$ cat src/rtl/postproc_pack_pkg.sv
`default_nettype none
// ============================================================================
// Module      : postproc_pack_pkg
// Description : Shared constants and helpers for the requantize-and-pack
//               stage: internal arithmetic width, int8 saturation bounds,
//               leaky-ReLU shift and default interface widths.
// Revision    : 1.0 - initial release
// ============================================================================
package postproc_pack_pkg;

    // All intermediate arithmetic is carried at this signed width so that
    // acc + bias + rounding term can never wrap.
    localparam int PP_W            = 34;
    localparam int LANE_W          = 8;

    localparam int PP_SAT_MAX      = 127;
    localparam int PP_SAT_MIN      = -128;
    localparam int PP_LEAKY_SHIFT  = 3;

    localparam int OFM_DW_DEF       = 32;
    localparam int FM_BUFFER_AW_DEF = 12;
    localparam int W_FRAME_SIZE_DEF = 16;

    localparam logic signed [PP_W-1:0] SAT_MAX_W = PP_W'(PP_SAT_MAX);
    localparam logic signed [PP_W-1:0] SAT_MIN_W = PP_W'(PP_SAT_MIN);

    // Clamp a wide signed value to int8 and return its two's-complement byte.
    function automatic logic [LANE_W-1:0] sat8(input logic signed [PP_W-1:0] v);
        logic [LANE_W-1:0] res;
        if (v > SAT_MAX_W) begin
            res = LANE_W'(PP_SAT_MAX);
        end else if (v < SAT_MIN_W) begin
            res = LANE_W'(PP_SAT_MIN);
        end else begin
            res = v[LANE_W-1:0];
        end
        return res;
    endfunction

endpackage
`default_nettype wire

$ cat src/rtl/pp_requant.sv
`default_nettype none
// ============================================================================
// Module      : pp_requant
// Description : Three-stage requantization pipeline with valid/last sideband.
//               S1: bias add; S2: optional leaky-ReLU and rounding offset;
//               S3: arithmetic right shift and int8 saturation.
// Ports       : clk/rstn      - clock, async active-low reset
//               clr           - synchronous flush of all stage valids
//               shift, act_en - quantization parameters (stable per layer)
//               in_*          - one accumulator value per cycle
//               out_*         - int8 result, 3 cycles after in_vld
// Revision    : 1.0 - initial release
// ============================================================================
module pp_requant
    import postproc_pack_pkg::*;
#(
    parameter int ACC_W  = 32,
    parameter int BIAS_W = 16
) (
    input  logic                clk,
    input  logic                rstn,
    input  logic                clr,
    input  logic [4:0]          shift,
    input  logic                act_en,
    input  logic                in_vld,
    input  logic [ACC_W-1:0]    in_data,
    input  logic [BIAS_W-1:0]   in_bias,
    input  logic                in_last,
    output logic                out_vld,
    output logic [LANE_W-1:0]   out_data,
    output logic                out_last
);

    logic signed [PP_W-1:0] s1_sum;
    logic                   s1_vld, s1_last;
    logic signed [PP_W-1:0] s2_t;
    logic                   s2_vld, s2_last;

    logic signed [PP_W-1:0] acc_ext, bias_ext, act_val, rnd_val, shr_val;

    assign acc_ext  = {{(PP_W-ACC_W){in_data[ACC_W-1]}}, in_data};
    assign bias_ext = {{(PP_W-BIAS_W){in_bias[BIAS_W-1]}}, in_bias};

    // Leaky slope of 1/8 on negatives; >>> floors toward minus infinity.
    assign act_val  = (act_en && s1_sum[PP_W-1]) ? (s1_sum >>> PP_LEAKY_SHIFT) : s1_sum;
    // Round-half-up: add half an LSB of the post-shift result.
    assign rnd_val  = (shift != 5'd0) ? ({{(PP_W-1){1'b0}}, 1'b1} << (shift - 5'd1)) : '0;
    assign shr_val  = s2_t >>> shift;

    always_ff @(posedge clk or negedge rstn) begin
        if (!rstn) begin
            s1_sum   <= '0;
            s1_vld   <= 1'b0;
            s1_last  <= 1'b0;
            s2_t     <= '0;
            s2_vld   <= 1'b0;
            s2_last  <= 1'b0;
            out_data <= '0;
            out_vld  <= 1'b0;
            out_last <= 1'b0;
        end else begin
            s1_sum   <= acc_ext + bias_ext;
            s1_last  <= in_last;
            s2_t     <= act_val + rnd_val;
            s2_last  <= s1_last;
            out_data <= sat8(shr_val);
            out_last <= s2_last;
            if (clr) begin
                s1_vld  <= 1'b0;
                s2_vld  <= 1'b0;
                out_vld <= 1'b0;
            end else begin
                s1_vld  <= in_vld;
                s2_vld  <= s1_vld;
                out_vld <= s2_vld;
            end
        end
    end

endmodule
`default_nettype wire

$ cat src/rtl/postproc_pack.sv
`default_nettype none
// ============================================================================
// Module      : postproc_pack
// Description : Requantize-and-pack stage. Bias add, optional leaky-ReLU,
//               round/shift/saturate to int8, then packs four results per
//               32-bit word for the route buffer / OFM write path.
// Ports       : clk/rstn            - clock, async active-low reset
//               q_layer_start       - pulse: flush pipeline, counters, done
//               q_frame_size        - words in the layer (>=1)
//               q_shift, q_act_en   - quantization parameters
//               acc_vld/data/bias/last - accumulator input stream
//               pp_data_vld/data/addr  - packed word output (pulse)
//               pp_done             - level, set with the final word
// Revision    : 1.0 - initial release
// ============================================================================
module postproc_pack
    import postproc_pack_pkg::*;
#(
    parameter int ACC_W        = 32,
    parameter int BIAS_W       = 16,
    parameter int OFM_DW       = OFM_DW_DEF,
    parameter int OFM_AW       = FM_BUFFER_AW_DEF,
    parameter int W_FRAME_SIZE = W_FRAME_SIZE_DEF
) (
    input  logic                    clk,
    input  logic                    rstn,
    input  logic                    q_layer_start,
    input  logic [W_FRAME_SIZE-1:0] q_frame_size,
    input  logic [4:0]              q_shift,
    input  logic                    q_act_en,
    input  logic                    acc_vld,
    input  logic [ACC_W-1:0]        acc_data,
    input  logic [BIAS_W-1:0]       acc_bias,
    input  logic                    acc_last,
    output logic                    pp_data_vld,
    output logic [OFM_DW-1:0]       pp_data,
    output logic [OFM_AW-1:0]       pp_addr,
    output logic                    pp_done
);

    logic                    in_vld;
    logic                    rq_vld, rq_last;
    logic [LANE_W-1:0]       rq_data;

    logic [OFM_DW-1:0]       lane_reg;
    logic [1:0]              lane_cnt;
    logic [OFM_AW-1:0]       word_cnt;
    logic [W_FRAME_SIZE-1:0] frame_cnt;
    logic [W_FRAME_SIZE-1:0] frame_next;
    logic [OFM_DW-1:0]       word_next;
    logic                    take, emit;

    // Inputs are dropped while done and in the cycle of a layer restart.
    assign in_vld = acc_vld & ~pp_done & ~q_layer_start;

    pp_requant #(
        .ACC_W  (ACC_W),
        .BIAS_W (BIAS_W)
    ) u_requant (
        .clk      (clk),
        .rstn     (rstn),
        .clr      (q_layer_start),
        .shift    (q_shift),
        .act_en   (q_act_en),
        .in_vld   (in_vld),
        .in_data  (acc_data),
        .in_bias  (acc_bias),
        .in_last  (acc_last),
        .out_vld  (rq_vld),
        .out_data (rq_data),
        .out_last (rq_last)
    );

    // Results still in flight when done rises are discarded.
    assign take       = rq_vld & ~pp_done;
    assign emit       = take & ((lane_cnt == 2'd3) | rq_last);
    assign frame_next = frame_cnt + 1'b1;

    // Lane register is zeroed after every emission, so lanes above the
    // current one already read 0 on a last-flushed word.
    always_comb begin
        word_next = lane_reg;
        word_next[{lane_cnt, 3'b000} +: LANE_W] = rq_data;
    end

    always_ff @(posedge clk or negedge rstn) begin
        if (!rstn) begin
            lane_reg    <= '0;
            lane_cnt    <= '0;
            word_cnt    <= '0;
            frame_cnt   <= '0;
            pp_data_vld <= 1'b0;
            pp_data     <= '0;
            pp_addr     <= '0;
            pp_done     <= 1'b0;
        end else if (q_layer_start) begin
            lane_reg    <= '0;
            lane_cnt    <= '0;
            word_cnt    <= '0;
            frame_cnt   <= '0;
            pp_data_vld <= 1'b0;
            pp_done     <= 1'b0;
        end else begin
            pp_data_vld <= 1'b0;
            if (emit) begin
                pp_data_vld <= 1'b1;
                pp_data     <= word_next;
                pp_addr     <= word_cnt;
                lane_reg    <= '0;
                lane_cnt    <= '0;
                word_cnt    <= word_cnt + 1'b1;
                frame_cnt   <= frame_next;
                if (frame_next == q_frame_size) begin
                    pp_done <= 1'b1;
                end
            end else if (take) begin
                lane_reg <= word_next;
                lane_cnt <= lane_cnt + 1'b1;
            end
        end
    end

endmodule
`default_nettype wire
$ cat config.mk
export PLATFORM = sky130hd
export DESIGN_NAME = postproc_pack
export DESIGN_NICKNAME = d
export VERILOG_FILES = /design/src/rtl/postproc_pack_pkg.sv /design/src/rtl/pp_requant.sv /design/src/rtl/postproc_pack.sv
export SDC_FILE = /design/constraint.sdc
export NUM_CORES = 1
export LEC_CHECK = 0
export ABC_CLOCK_PERIOD_IN_PS = 4900
export BUFFER_PORTS_ARGS = -buffer_cell sky130_fd_sc_hd__buf_2
export CELL_PAD_IN_SITES_DETAIL_PLACEMENT = 1
export CELL_PAD_IN_SITES_GLOBAL_PLACEMENT = 1
export CORE_UTILIZATION = 48
export CTS_BUF_LIST = sky130_fd_sc_hd__clkbuf_8 sky130_fd_sc_hd__clkbuf_16
export DETAILED_ROUTE_END_ITERATION = 6
export GPL_TIMING_DRIVEN = 0
export PLACE_DENSITY_LB_ADDON = 0.1
export SLEW_MARGIN = 20
export SYNTH_ARGS = -nofsm -noshare
export SYNTH_HDL_FRONTEND = slang
export SYNTH_HIERARCHICAL = 1
export SYNTH_SLANG_ARGS = --single-unit
$ cat constraint.sdc
create_clock -name clk -period 4.9 [get_ports clk]
set_clock_uncertainty 0.05 [all_clocks]
set_input_delay 0.49 -clock clk [delete_from_list [all_inputs] [get_ports clk]]
set_output_delay 0.49 -clock clk [all_outputs]
set_load 0.05 [all_outputs]
# --- Word level (Yosys, flattened, before mapping) ---
# Index checks and enable logic that the tools add are counted.
op_classes:
  n_addsub: 7
  magnitude_cmp: 2
  n_eq_ne: 2
  shift: 4
  n_mux: 23
  n_bitwise: 7
  n_reduce_logical: 7
op_table:
  columns: ["cell", "n"]
  rows:
  - ["two-way mux 32 bit", 4]
  - ["adder 33 x 34 -> 34 bit", 1]
  - ["greater-than comparator 34 x 8 -> 1 bit, second input constant", 1]
  - ["< comparator 34 x 8 -> 1 bit, second input constant", 1]
  - ["two-way mux 34 bit", 1]
  - ["<< shifter 1 x 5 -> 34 bit, first input constant", 1]
  - [">>> shifter 34 x 5 -> 34 bit", 1]
  - ["adder 32 x 16 -> 33 bit", 1]
  - ["bitwise mux 32 bit", 1]
  - ["two-way mux 16 bit", 2]
  - ["variable shift 8 x 7 -> 32 bit, first input constant", 1]
  - ["variable part select 8 x 7 -> 32 bit", 1]
  - ["two-way mux 12 bit", 2]
  - ["adder 16 x 1 -> 16 bit, second input constant", 1]
  - ["== test 16 bit", 1]
  - ["two-way mux 8 bit", 2]
  - ["adder 12 x 1 -> 12 bit, second input constant", 1]
  - ["two-way mux 1 bit", 8]
  - ["negation 5 -> 7 bit", 1]
  - ["two-way mux 2 bit", 3]
  - ["nonzero test 5 bit", 1]
  - ["subtractor 5 x 1 -> 5 bit, second input constant", 1]
  - ["AND 1 bit", 4]
  - ["AND reduction 2 bit", 2]
  - ["other kinds (7)", 9]
totals:
  register_bits: 189
  input_bits: 75
  output_inout_bits: 46
  word_cells: 69

# --- Longest topological paths before layout ---
logic_depth:
  ltp_word: 6
  depth_mapped: 22
  ltp_nobuf: 16

# --- Cells and area by module ---
# Netlist, hierarchy kept.
by_module_without_submodules:
  columns: ["module", "n_inst", "cells_each", "area_per_inst_um2", "seq_area_each_um2"]
  rows:
  - ["pp_requant", 1, 856, 8192.9, 2026.9]
  - ["postproc_pack", 1, 519, 5203.7, 2702.6]

# --- Worst setup path after synthesis ---
# OpenSTA, ideal clock, no wires.
synth_timing:
  kind: "input to register"
  startpoint: "in q_shift[1]"
  endpoint: "reg u_requant.s2_t[33]"
  setup_time_ns: 0.086
  arrival_time_ns: 4.866
  required_ns: 4.764
  path_slack_ns: -0.102
  path_stages: 21
  path_cell_list: "buf_4 buf_2 buf_4 buf_2 buf_1 nor2_1 ha_1 buf_1 nand2_1 or2_2 inv_1 ha_1 a21o_1 and4_1 o31ai_1 a211oi_1 o41ai_1 nor3_1 o2111a_1 o31a_1 nor3_1"
synth_via:
  elab_chain_cells: 4
  elab_cells_between_ends: 5
  cone_classes: "2 x add/sub; 1 x shift; 1 x mux; 1 x reduce/logical"
synth_lines:
  columns: ["item", "line_no", "rtl"]
  rows:
  - ["start: declaration", "postproc_pack.sv:29", "input logic [4:0] q_shift,"]
  - ["subtractor 5 x 1 -> 5 bit", "pp_requant.sv:47", "assign rnd_val = (shift != 5'd0) ? ({{(PP_W-1){1'b0}}, 1'b1} << (shift - 5'd1)) : '0;"]
  - ["<< shifter 1 x 5 -> 34 bit", "pp_requant.sv:47", null]
  - ["two-way mux 34 bit *", "pp_requant.sv:47", null]
  - ["adder 33 x 34 -> 34 bit *", "pp_requant.sv:64", "s2_t <= act_val + rnd_val;"]
  - ["end signal: assignment", "pp_requant.sv:64", null]
  - ["end: declaration", "pp_requant.sv:36", "logic signed [PP_W-1:0] s2_t;"]
# Mark *: on every way between the ends. The rest lies on a longest branch, timed or not.
# A chain may end at the register's enable or synchronous reset.

# --- Worst setup path after layout ---
layout_timing:
  startpoint: "in q_shift[1]"
  endpoint: "reg u_requant.s2_t[32]"
# Same word-level chain as after synthesis.

==> flow_summary.yaml <==
outcome:
  status: "completed"
power_and_ir_drop:
  power_density_nw_per_um2: 351
  share_clk_of_total_power_pct: 28.3
  ir_drop_uv: 187
  switchingPower_w: 0.00204
  p_seq_share_pct: 37.8
  internal_power_w: 0.00329
  share_comb_of_total_power_pct: 33.9
  switching_share_pct: 38.3
  power.leakage_nw: 6.79
final_layout:
  antenna_cells_inserted: 0
  layout.nets: 1659
  nFillCells: 3148
  largest_reg_flops: 34
  multiInputGateArea_um2: 8210
  syn2layout_area_growth_pct: 13.4
  postLayoutCellArea_um2: 15200
  top_register: "u_requant/s2_t"
  biggest_registers_after_layout: "u_requant/s2_t (34), u_requant/s1_sum (33)"
  sequential_cell_area_um2: 4730
  drive_gt1_share_pct: 21.0
synthesis:
  synth.net_count: 1526
  synth_enable_flop_cells: 0
  synthArstFlopShare_pct: 100
  synthMuxAreaShare_pct: 14.5
  synth_compound_gate_area_share_pct: 15.5
  synth_area_per_cell_um2: 9.74
  combinational_family_with_the_most_area_after_synthesis: "simple AND/OR/NAND/NOR gates"
  yosys.cell_types.count: 82
  yosys_register_bits: 189
  ys_dominant_reg_cell: "dfrtp_1"
  netlist_instances: 1375
  sequential_element_share_of_the_synthesized_area_pct: 35.3
  warnings_synthesis: 6
  post_synth_and_or_nand_nor_area_fraction_pct: 17.3
  synthesized_area_um2: 13400
  yosys.area_share.adder_pct: 7.21
  yosys.area_share.xor_xnor_pct: 6.54
global_route:
  grt_use_total_pct: 27.5
  grt_max_degree: 96
  grt_overflow: 0
  grt_pass1_vias: 11900
  grt_antenna_before_repair: 0
  grt_pass1_wl_um: 62500
critical_path:
  worstPathMaxFanout: 19
  worstSetupStartpointType: "input pin"
  critical_path_cell_count: 17
  critical_path_source: "q_shift[1]"
  worst_setup_path_end_kind: "flop"
  critical_path.reg2reg.startpoint: "u_requant/s1_sum[32]$_DFF_PN0_"
  r2r.worst_path.cells: 13
  reg2reg_setup_slack_ps: 470
  endpoint: "u_requant/s2_t[32]$_DFF_PN0_"
  crit_arrival_ps: 4910
  cp_top_family: "compound AO/OA/AOI/OAI gates"
  critical_path_buf_inv_count: 3
  timing.setup.critical_path_class: "in2reg"
  required_ps: 5220
  slowest_delay_ps: 510
  crit-reg2reg-capture: "u_requant/s2_t[32]$_DFF_PN0_"
  slowest_stage_cell_cp: "a211oi_1"
  cells_along_the_critical_path: "buf_4, buf_8, buf_4, nor2_1, ha_4, or3_1, nor2_1, ha_1, o211a_1, o311a_1, o31a_1, a211oi_1, nor4_1, o21bai_1, a31oi_1, or4_1, nand3_1"
die:
  pin_count: 121
  floorplan.die.height_um: 169
  core_area_um2: 27200
  placement_rows: 60
  dieWidth_um: 169
  dieArea_um2: 28600
  start_util_pct: 49.3
worst_hold_path:
  worst_hold_path.num_cells: 1
  hold_class: "in2reg"
sta:
  highest_clock_rate_ghz: 0.218
  rsz0062_at_grt: "false"
  slew_headroom_pct: 37.0
  setup_violations: 0
  slew_viol_final: 0
  post-route-period-util_pct: 93.7
  finalCriticalPeriod_ps: 4590
  setup_total_negative_slack_ps: 0
  worst_pin_slew_ps: 921
  final-hold-violation-count: 0
drt:
  final_wl_um: 38000
  drt-pass1-iter-count: 5
  drc: 0
  routed-via-count: 11300
  vias_per_cell: 5.98
  ant_nets: 0
  drt-wirelength-per-cell_um: 20.0
  drt-initial-drc-count: 684
placed_design:
  gp_routability_congestion: 0.864
  io_buffer_count: 118
  post_dp_cell_area_um2: 14500
  place.detailed.hpwl_um: 28300
clock_network:
  cts-htree-levels: 4
  cts_tree: "done"
  clock_latency_ps: 440
  cts.reportedPaths.clkPinSlew_ps: 80
  cts_root_buffer: "clkbuf_16"
  clock_tree.buffer_depth: 2
  cts_buffers: 17
  cts.sink_count: 189
run:
  drv.max_cap_violation_count: 0
==> power groups by stage <==
stage / Combinational [W] / Clock (W) / Sequential [W]
6_report: 0.00181 / 0.00151 / 0.00201
2_1_floorplan: 0.00112 / 0 / 0.00213
3_3_place_gp: 0.00173 / 0 / 0.00201
4_1_cts: 0.00180 / 0.00154 / 0.00200
5_1_grt: 0.00195 / 0.00160 / 0.00204
3_5_place_dp: 0.00178 / 0 / 0.00203
==> per-layer routing <==
metal	up-vias	global-route usage [%]	part of all wire (%)
met3	76	3.74	3.8
li1	5287	-	-
met5	-	0	0
met1	5671	34.6	43
met4	0	7.79	2.3
met2	290	49.4	51
==> worst reg2reg max path, stage by stage (launching register included) <==
cell      delay (ps)
dfrtp_1          410
nand2_1          240
buf_1            480
mux2_2           420
ha_1             350
and2_1           200
or3_1            320
o31a_1           290
a211oi_1         510
nor4_1           150
o21bai_1         220
a31oi_1          170
or4_1            420
nand3_1          120
==> layout by cell type (no fill, tap or decap), types with 6 or more instances in the layout <==
cell / count
mux4_2: 36
nor3_1: 25
and2_1: 17
or2_2: 6
a211oi_1: 13
or3_1: 10
nor2_1: 159
a31oi_1: 11
nand2_1: 71
nor2b_1: 44
o21ai_1: 8
a211o_1: 6
a21oi_1: 124
nand3_1: 33
o21ai_0: 47
a21o_1: 18
o21bai_1: 7
o211ai_1: 6
dfrtp_1: 189
inv_1: 26
clkbuf_1: 23
mux2i_1: 22
buf_4: 6
xor2_1: 40
buf_2: 141
mux4_1: 8
o21a_1: 15
mux2_2: 61
clkbuf_16: 17
and3_1: 17
xnor2_1: 60
a22o_1: 24
nand2b_1: 18
ha_1: 73
nand4_1: 21
==> stage by stage <==
step                      util (%)  std cells  hold slack, ps  worst slack [ps]  power [W]
final                         55.9       1893             149               308    0.00533
after global routing          55.9       1893             132              63.0    0.00559
after CTS                     55.9       1898            14.5              5.62    0.00534
after detailed placement      53.4       1867             291             -1360    0.00381
after global placement        53.2       1865             284             -1100    0.00374
after floorplan                  -       1375             144              46.6    0.00325
==> how the worst min path moves through the flow <==
stage,from,end,slack [ps]
finish,acc_last,u_requant/s1_last$_DFF_PN0_,150
global route,acc_last,u_requant/s1_last$_DFF_PN0_,130
CTS,rstn,frame_cnt[8]$_DFFE_PN0P_,10
detailed placement,u_requant/s2_last$_DFF_PN0_,u_requant/out_last$_DFF_PN0_,290
global placement,u_requant/s2_last$_DFF_PN0_,u_requant/out_last$_DFF_PN0_,280
floorplan,rstn,frame_cnt[0]$_DFFE_PN0P_,140
==> cell usage after synthesis (5+ instances only) <==
master,number,area [µm²]
mux2i_1,22,220
a211oi_1,13,97.6
buf_1,9,33.8
nand4_1,21,131
nand3_1,33,165
or3_1,10,62.6
o21ai_1,8,40.0
nand2b_1,18,113
nor3_1,26,130
a21oi_1,124,621
and3_1,17,106
a31oi_1,11,68.8
mux2_2,61,687
buf_4,5,37.5
clkbuf_1,24,90.1
a211o_1,6,52.6
mux4_1,8,210
a22o_1,24,210
o21ai_0,47,235
nand2_1,71,267
o31a_1,5,43.8
xor2_1,40,350
nor4_1,5,31.3
nor3b_1,5,37.5
inv_1,26,97.6
buf_2,26,130
a21o_1,18,135
and4_1,5,43.8
nor2b_1,44,275
xnor2_1,60,526
or2_2,6,37.5
o21bai_1,7,52.6
o211ai_1,6,45.0
o21a_1,15,113
nor2_1,159,597
mux4_2,36,811
ha_1,74,926
dfrtp_1,189,4730
and2_1,17,106
==> repair_timing <==
action	in CTS	in global routing
hold endpoints to repair	0	3
pin swaps	1	1
hold buffers	0	1
setup endpoints to repair	14	9
gates resized for setup	5	9
buffers inserted	1	0
==> cell families (layout without fill, tap and decap cells) <==
kind of cell,after synthesis,after routing
AND/OR/NAND/NOR,459,459
AO/OA/AOI/OAI,323,323
flip-flops,189,189
multiplexers,128,128
XOR/XNOR,100,100
buffers and inverters,100,246
adder cells (fa/ha/maj),76,76
==> cell type report <==
| type | count | share of cell area, % |
|---|---|---|
| Buffer | 63 | 2.32 |
| Multi-Input combinational cell | 1086 | 54.0 |
| Sequential cell | 189 | 31.1 |
| Clock inverter | 15 | 1.47 |
| Inverter | 29 | 0.766 |
| Clock buffer | 17 | 2.80 |
| Timing Repair Buffer | 122 | 4.43 |
| Tap cell | 372 | 3.06 |
(Power assumes the default switching activity.)
